==> config.mk <==
export PLATFORM = sky130hd
export DESIGN_NAME = tile_renderer_pipe
export DESIGN_NICKNAME = d
export VERILOG_FILES = /design/src/rtl/tile_renderer_pipe.sv
export SDC_FILE = /design/constraint.sdc
export NUM_CORES = 1
export LEC_CHECK = 0
export ABC_AREA = 0
export CAP_MARGIN = 20
export CORE_AREA = 4 4 177 179
export DETAILED_ROUTE_END_ITERATION = 10
export DIE_AREA = 0 0 181 183
export GPL_ROUTABILITY_DRIVEN = 1
export PLACE_DENSITY = 0.53
export SLEW_MARGIN = 10
export SYNTH_ARGS = -nofsm -noshare
export SYNTH_HDL_FRONTEND = slang
export SYNTH_SLANG_ARGS = --single-unit
==> constraint.sdc <==
create_clock -name clk -period 3.45 [get_ports clk]
set_clock_uncertainty 0.15 [all_clocks]
set_input_delay 0.345 -clock clk [delete_from_list [all_inputs] [get_ports clk]]
set_output_delay 0.345 -clock clk [all_outputs]
set_load 0.02 [all_outputs]
==> src/rtl/tile_renderer_pipe.sv <==
// Two-stage playfield colouriser: pixel counters -> tile coordinates -> priority colour.
// A hit-flash state machine blinks the player tile for a fixed number of frames after a hit.
module tile_renderer_pipe #(
  parameter int unsigned HPIXELS      = 640,
  parameter int unsigned VPIXELS      = 480,
  parameter int unsigned BSIZE        = 40,
  parameter int unsigned BUFFER_ROW   = 11,
  parameter int unsigned NUM_BULLETS  = 3,
  parameter int unsigned DD_ROWS      = 5,
  parameter int unsigned DD_COLS      = 6,
  parameter int unsigned FLASH_FRAMES = 8,
  parameter int unsigned BLINK_FRAMES = 2
) (
  input  logic                              clk,
  input  logic                              reset,
  input  logic                              pixel_en,
  input  logic [9:0]                        horiz_count,
  input  logic [9:0]                        vert_count,
  input  logic                              frame_start,
  input  logic [3:0]                        player_row,
  input  logic                              player_hit,
  input  logic [DD_ROWS*DD_COLS*12-1:0]     ddavers,
  input  logic [NUM_BULLETS*12-1:0]         bullet_color,
  input  logic [NUM_BULLETS*4-1:0]          bullet_x,
  input  logic [NUM_BULLETS*4-1:0]          bullet_y,
  output logic [3:0]                        red,
  output logic [3:0]                        green,
  output logic [3:0]                        blue,
  output logic                              rgb_valid,
  output logic                              flashing
);

  localparam int unsigned TW  = $clog2(1023 / BSIZE + 1);
  localparam int unsigned FCW = $clog2(FLASH_FRAMES + 1);

  typedef enum logic {IDLE = 1'b0, FLASH = 1'b1} state_t;

  state_t         state;
  logic [FCW-1:0] frame_cnt;
  logic           player_show;

  logic [TW-1:0]  tile_x1;
  logic [TW-1:0]  tile_y1;
  logic           vis1;
  logic           v1;

  logic           bullet_hit;
  logic [11:0]    bullet_rgb;
  logic [11:0]    dd_rgb;
  logic [11:0]    pix_rgb;

  // Hit-flash FSM; a new hit always restarts the flash, even on a frame boundary
  always_ff @(posedge clk) begin
    if (reset) begin
      state     <= IDLE;
      frame_cnt <= '0;
      flashing  <= 1'b0;
    end else if (player_hit) begin
      state     <= FLASH;
      frame_cnt <= '0;
      flashing  <= 1'b1;
    end else if (state == FLASH && frame_start) begin
      if (32'(frame_cnt) == FLASH_FRAMES - 1) begin
        state     <= IDLE;
        frame_cnt <= '0;
        flashing  <= 1'b0;
      end else begin
        frame_cnt <= frame_cnt + FCW'(1);
      end
    end
  end

  assign player_show = (state == IDLE) || (((32'(frame_cnt) / BLINK_FRAMES) % 2) == 0);

  // Stage 1: pixel counters to tile coordinates and visibility
  always_ff @(posedge clk) begin
    if (reset) begin
      tile_x1 <= '0;
      tile_y1 <= '0;
      vis1    <= 1'b0;
      v1      <= 1'b0;
    end else begin
      tile_x1 <= TW'(32'(horiz_count) / BSIZE);
      tile_y1 <= TW'(32'(vert_count) / BSIZE);
      vis1    <= (32'(horiz_count) < HPIXELS) && (32'(vert_count) < VPIXELS);
      v1      <= pixel_en;
    end
  end

  // Lowest-index active bullet on this tile wins
  always_comb begin
    bullet_hit = 1'b0;
    bullet_rgb = 12'h000;
    for (int unsigned i = 0; i < NUM_BULLETS; i++) begin
      if (!bullet_hit && bullet_color[i*12 +: 12] != 12'h000 &&
          32'(tile_x1) == 32'(bullet_x[i*4 +: 4]) &&
          32'(tile_y1) == 32'(bullet_y[i*4 +: 4])) begin
        bullet_hit = 1'b1;
        bullet_rgb = bullet_color[i*12 +: 12];
      end
    end
  end

  // DDaver (r,c) lives on tile (2c+4, 2r+1); tiles outside the grid match no entry
  always_comb begin
    dd_rgb = 12'h000;
    for (int unsigned r = 0; r < DD_ROWS; r++) begin
      for (int unsigned c = 0; c < DD_COLS; c++) begin
        if (32'(tile_y1) == 2 * r + 1 && 32'(tile_x1) == 2 * c + 4) begin
          dd_rgb = ddavers[(r*DD_COLS+c)*12 +: 12];
        end
      end
    end
  end

  always_comb begin
    pix_rgb = 12'h000;
    if (!vis1) begin
      pix_rgb = 12'h000;
    end else if (32'(tile_y1) == BUFFER_ROW) begin
      pix_rgb = 12'h777;
    end else if (tile_x1 == TW'(0)) begin
      pix_rgb = 12'h282;
    end else if (tile_x1 == TW'(1) && 32'(tile_y1) == 32'(player_row) && player_show) begin
      pix_rgb = 12'hFFF;
    end else if (bullet_hit) begin
      pix_rgb = bullet_rgb;
    end else begin
      pix_rgb = dd_rgb;
    end
  end

  // Stage 2: registered colour and valid
  always_ff @(posedge clk) begin
    if (reset) begin
      red       <= 4'h0;
      green     <= 4'h0;
      blue      <= 4'h0;
      rgb_valid <= 1'b0;
    end else begin
      red       <= pix_rgb[11:8];
      green     <= pix_rgb[7:4];
      blue      <= pix_rgb[3:0];
      rgb_valid <= v1;
    end
  end

endmodule

==> results of run 1 <==
==> cells in the mapped netlist (13+ instances only) <==
cell      count
a21oi_1      93
a221oi_1     18
a22oi_1      32
buf_2        28
clkbuf_1     19
dfxtp_1      30
nand2_1      93
nand2b_1     15
nand3_1      33
nor2_1       74
nor2b_1      19
nor3_1       22
nor4_1       19
o211ai_1     17
o21ai_0      75
o21ai_1      13
o22ai_1      58
xnor2_1      20
==> worst paths after layout <==
path,start,endpoint,cells past startpoint
setup / recovery,tile_x1[1]$_SDFF_PP0_,blue[2]$_SDFF_PP0_,10
hold / removal,v1$_SDFF_PP0_,rgb_valid$_SDFF_PP0_,1
setup reg to reg,tile_x1[1]$_SDFF_PP0_,blue[2]$_SDFF_PP0_,10
hold reg to reg,v1$_SDFF_PP0_,rgb_valid$_SDFF_PP0_,1
==> per-layer routing <==
metal | vias to the layer above | share of wire | track usage | routed length [um]
met5 | - | 0.00061 | 0 | 29
met1 | 4626 | 0.40 | 0.327 | 19100
met3 | 68 | 0.077 | 0.0571 | 3680
li1 | 4555 | - | - | -
met4 | 4 | 0.027 | 0.0835 | 1290
met2 | 475 | 0.50 | 0.465 | 23700
==> cell families (layout without fill, tap and decap cells) <==
group	count (synthesis)	after routing
compound gates	417	417
flops	30	30
fa+ha+maj	4	4
other cells	0	14
simple gates	342	342
buf+inv	81	543
mux	15	15
xor+xnor	30	30
==> layout by cell type, fill, tap and decap left out, drive strengths merged, types with 6 or more instances in the layout <==
cell           instances
xnor2                 25
nor2                  82
a211oi                15
o21ai                 88
o31ai                  7
clkdlybuf4s50        456
o22ai                 58
nor4                  21
a222oi                 9
o211ai                18
diode                 14
nand3                 34
o221ai                11
mux2i                  9
nor2b                 20
inv                    8
nand4                  6
nand2b                16
nand2                 96
a31oi                  6
a22oi                 32
mux2                   6
buf                   72
a221oi                22
a221o                  6
nor3                  27
a21oi                 94
dfxtp                 30
==> metrics by stage <==
| stage | util | instance area (um2) |
|---|---|---|
| after CTS | 0.391 | 11500 |
| after floorplan | - | 6230 |
| after global placement | 0.386 | 11400 |
| after detailed placement | 0.386 | 11400 |
| after global routing | 0.392 | 11600 |
| final | 0.392 | 11600 |
==> state kept, by name (all words and copies together) (netlist names) <==
signal     flops
tile_y1        5
tile_x1        5
rgb_valid      1
v1             1
green          4
frame_cnt      4
blue           4
vis1           1
state          1
red            4
==> area by class of cell <==
class                           instances  share of cell area
Multi-Input combinational cell        808               0.446
Timing Repair Buffer                  528               0.443
Sequential cell                        30              0.0520
Tap cell                              390              0.0421
Clock buffer                            5              0.0108
Antenna cell                           14             0.00303
Inverter                                8             0.00259
Clock inverter                          2            0.000864
==> power by group <==
group / total, mW / switching, mW / internal (mW)
Combinational: 1.36 / 0.615 / 0.746
Clock: 0.419 / 0.159 / 0.260
Sequential: 0.398 / 0.0345 / 0.364
==> critical path, cell delays in order (launching register included) <==
cell      delay, ns
dfxtp_2        0.59
buf_4          0.36
and3b_1        0.25
nand2_2        0.34
o22ai_1        0.36
nand2_1        0.09
a221oi_1       0.48
buf_4          0.21
nor4_1         0.04
o21ai_1        0.14
a21oi_1        0.08
==> reports/qor.csv, run 1 <==
stage;metric;value;unit
job;maxCapViolations;0;
placement;dp_cells;1764;
synth;yosysTopAreaCell;dfxtp_1;
run_status;status;completed;
grt;grt_pass1_vias;9897;
synth;synth_nets;1371;
placement;detailedPlace.worstSlack;0.229;ns
placement;routabilityCongestion;0.933;
finish;area_growth;85.9;%
synth;synth_area_leaders;dfxtp_1 9.6%, a21oi_1 7.5%, o21ai_0 6.0%;
synth;postSynth.asyncResetShare;0;
timing;setup_viol;0;
synth;synth-compound-area-share;0.450;
floorplan;die_w;181;um
route;routed-via-count;9728;
synth;syn_area_per_cell;6.78;um2
clock_tree;cts_num_sinks;30;
floorplan;ios;463;
timing;hold_viol;0;
floorplan;dieArea;33100;um2
grt;grt_pass1_wl;66400;um
synth;synth_top_area_share;0.0964;
route;drt-initial-drc-count;898;
clock_tree;clk_transition_reported_paths;0.05;ns
route;wire_per_inst;26.7;um
floorplan;die_h;183;um
route;wl;47700;um
synth;synth_top_flop_cell;dfxtp_1;
timing;drv_slew;0;
timing;period_share;0.933;
clock_tree;cts_resized;0;
setup_path;arrival;3.23;ns
timing;period_needed;3.22;ns
timing;rsz0062_at_grt;false;
synth;synth-edff-count;0;
clock_tree;clk_latency;0.28;ns
finish;nNetsFinal;1833;
setup_path;worst-path-max-fanout;20;
finish;num-fill-cells;3161;
timing;setup_tns;0;ns
timing;fmax;311;MHz
worst_hold_path;hp-class;reg2reg;
setup_path;crit_path_start_kind;flop;
finish;layout-drive-gt1-share;0.0956;
floorplan;start_util;0.211;
clock_tree;ctsHoldBuffers;0;
timing;setup_ws;0.233;ns
synth;syn_inst;919;
timing;max_slew_margin;0.423;
synth;syn-cell-area;6230;um2
grt;antenna_found_initial;15;
synth;synth_top_family_by_area;compound AO/OA/AOI/OAI gates;
placement;dp_hpwl;40000;um
pwr;power_density;188;nW/um2
timing;fin_hold_ws;0.288;ns
finish;multi_input_area;5160;um2
clock_tree;clock-root-buffer;clkbuf_16;
setup_path;worst_setup_path_end_kind;flop;
floorplan;rows;63;
pwr;cellLeakagePower;3.95;nW
route;routed_via_density;5.45;
floorplan;coreArea;29600;um2
setup_path;timing_worst_setup_path_type;reg2reg;
synth;synthMuxAreaShare;0.0253;
clock_tree;clock_path_buffers;2;
clock_tree;cts-buffers-inserted;5;
route;drc;0;
synth;synth_xor_area_frac;0.0482;
synth;yosysSeqAreaShare;0.0964;
setup_path;r2r_slack;0.23;ns
finish;stdcell_count;1785;
placement;port_buffers;456;
clock_tree;cts_tree;built;
grt;grt_overflow;0;
route;ant_nets;0;
synth;ys_seq_elements;30;
setup_path;crit_required;3.46;ns
synth;synthAdderAreaFrac;0.00764;
finish;ff_latch_area;602;um2
grt;grt_max_degree;29;
pwr;ir_drop;0.172;mV
synth;ys_types;90;
timing;worst_pin_slew;0.857;ns
route;drtPass1Iterations;8;
synth;synth-simple-area-share;0.297;
pwr;p_total;2.18;mW
grt;grtUsageTotal;0.266;
clock_tree;postCtsSetupBuffers;0;
clock_tree;h-tree-depth;2;
synth;yosysWarnings;0;
Note: power is estimated with default switching activity, not from simulation.
==> run 2: changes to the inputs <==
--- a/config.mk
+++ b/config.mk
@@ -7,11 +7,12 @@
 export LEC_CHECK = 0
 export ABC_AREA = 0
 export CAP_MARGIN = 20
-export CORE_AREA = 4 4 177 179
+export CORE_AREA = 2 2 180 182
+export CTS_CLUSTER_SIZE = 28
 export DETAILED_ROUTE_END_ITERATION = 10
-export DIE_AREA = 0 0 181 183
+export DIE_AREA = 0 0 182 184
 export GPL_ROUTABILITY_DRIVEN = 1
-export PLACE_DENSITY = 0.53
+export PLACE_DENSITY = 0.51
 export SLEW_MARGIN = 10
 export SYNTH_ARGS = -nofsm -noshare
 export SYNTH_HDL_FRONTEND = slang
==> reports/qor.csv, run 2 (synthesis results as in run 1) <==
stage;metric;value;unit
run_status;status;completed;
clock_tree;clk_latency;0.28;ns
placement;routabilityCongestion;0.925;
setup_path;ff2ff_path_depth;9;
floorplan;dieArea;33500;um2
floorplan;ios;463;
timing;rsz0062_at_grt;false;
clock_tree;clock_path_buffers;2;
setup_path;reg2reg_from;tile_x1[0]$_SDFF_PP0_;
pwr;p_switching;0.820;mW
timing;setup_viol;0;
clock_tree;cts-buffers-inserted;5;
clock_tree;h-tree-depth;2;
finish;nNetsFinal;1833;
grt;grtUsageTotal;0.269;
timing;fmax;304;MHz
setup_path;crit_buf_inv;1;
placement;dp_hpwl;40000;um
pwr;ir_drop;0.210;mV
pwr;sw_frac_of_total;0.358;
route;wl;47700;um
route;routed_via_density;5.44;
worst_hold_path;hp-class;reg2reg;
setup_path;arrival;3.29;ns
timing;worst_pin_slew;1.10;ns
grt;antenna_found_initial;13;
setup_path;crit_path_start_kind;primary input;
finish;layout_common_cells;456 x clkdlybuf4s50_1, 93 x nand2_1, 93 x a21oi_1, 75 x o21ai_0, 74 x nor2_1;
pwr;power_density;197;nW/um2
setup_path;timing_worst_setup_path_type;in2reg;
job;maxCapViolations;0;
floorplan;die_h;184;um
grt;grt_overflow;0;
timing;drv_slew;0;
route;routed-via-count;9752;
clock_tree;cts_tree;built;
setup_path;worst_setup_path_end_kind;flop;
worst_hold_path;holdPathEnd;rgb_valid$_SDFF_PP0_;
finish;reg.largest.list;tile_x1 x5, tile_y1 x5;
setup_path;crit_chain;clkdlybuf4s50_1, nor4_1, and3_1, nor4_4, nor2b_2, a221o_1, a21oi_1, a21o_1, a21oi_1;
pwr;pwr-share-comb;0.598;
setup_path;r2r_end;green[0]$_SDFF_PP0_;
finish;layout-drive-gt1-share;0.0970;
finish;stdcell_count;1793;
floorplan;start_util;0.198;
setup_path;critPathMaxStageDelay;0.98;ns
setup_path;slowest_stage;nor4_4;
setup_path;worst-path-max-fanout;16;
pwr;p_int;1.47;mW
grt;grt_pass1_vias;9924;
grt;grt_max_degree;22;
worst_hold_path;min_from;v1$_SDFF_PP0_;
timing;fin_hold_ws;0.300;ns
floorplan;rows;65;
pwr;cellLeakagePower;3.96;nW
placement;dp_cells;1776;
grt;grt_pass1_wl;66300;um
setup_path;crit_family;simple AND/OR/NAND/NOR gates;
route;wire_per_inst;26.6;um
placement;port_buffers;456;
timing;max_slew_margin;0.259;
clock_tree;clock-root-buffer;clkbuf_16;
clock_tree;cts_num_sinks;30;
pwr;clkPwrFrac;0.230;
worst_hold_path;hold_path_depth;1;
pwr;seqPwrFrac;0.173;
route;drtPass1Iterations;7;
finish;layout_commonest_cell;clkdlybuf4s50_1;
route;drt-initial-drc-count;782;
route;drc;0;
floorplan;coreArea;31400;um2
timing;period_needed;3.28;ns
setup_path;r2r_slack;0.17;ns
setup_path;crit_required;3.46;ns
floorplan;die_w;182;um
setup_path;cp_common_cell;a21oi_1;
finish;area_growth;86.8;%
timing;hold_viol;0;
clock_tree;clk_transition_reported_paths;0.05;ns
route;ant_nets;0;
timing;period_share;0.952;
[run 2: area by class of cell]
type | count | area (um2)
inverter | 8 | 30.0
tap | 402 | 503
fill | 3305 | 19800
timing repair buffer | 528 | 5140
antenna | 10 | 25.0
multi-input combinational | 808 | 5160
clock buffer | 6 | 139
sequential | 30 | 602
clock inverter | 1 | 30.0
[run 2: per-layer routing]
layer	global-route usage	vias to the layer above	routed length [um]
met5	0	-	34
li1	-	4542	-
met1	0.320	4655	19200
met3	0.0468	86	3170
met2	0.486	463	23800
met4	0.0932	6	1520
[run 2: repair_timing]
action	4_1_cts	5_1_grt
setup endpoints to repair	0	3
hold buffers	0	0
setup buffers	0	0
gates resized for setup	0	2
[run 2: worst max path at each step]
| stage | start | endpoint | slack [ns] | cells past startpoint |
|---|---|---|---|---|
| 6_report | bullet_color[8] | blue[0]$_SDFF_PP0_ | 0.17 | 9 |
| 5_1_grt | tile_x1[0]$_SDFF_PP0_ | green[0]$_SDFF_PP0_ | 0.03 | 9 |
| 4_1_cts | tile_x1[3]$_SDFF_PP0_ | blue[2]$_SDFF_PP0_ | 0.12 | 11 |
| 3_5_place_dp | bullet_color[8] | blue[0]$_SDFF_PP0_ | -0.09 | 9 |
| 3_3_place_gp | bullet_color[8] | blue[0]$_SDFF_PP0_ | -0.14 | 9 |
| 2_1_floorplan | horiz_count[8] | tile_x1[0]$_SDFF_PP0_ | 0.81 | 12 |
[run 2: power groups by stage]
stage	sequential [mW]	clock (mW)	combinational, mW
finish	0.396	0.526	1.37
global route	0.400	0.542	1.45
CTS	0.397	0.532	1.36
detailed placement	0.404	0	1.35
global placement	0.403	0	1.35
floorplan	0.384	0	0.576
[run 2: stage by stage]
step | power (mW) | TNS, ns | utilization | area, um2 | worst slack, ns
final | 2.29 | 0 | 0.371 | 11600 | 0.165
after floorplan | 0.960 | 0 | - | 6230 | 0.806
after CTS | 2.29 | 0 | 0.370 | 11600 | 0.118
after global routing | 2.39 | 0 | 0.370 | 11600 | 0.0281
after global placement | 1.75 | -0.458 | 0.364 | 11400 | -0.145
after detailed placement | 1.76 | -0.245 | 0.364 | 11400 | -0.0926
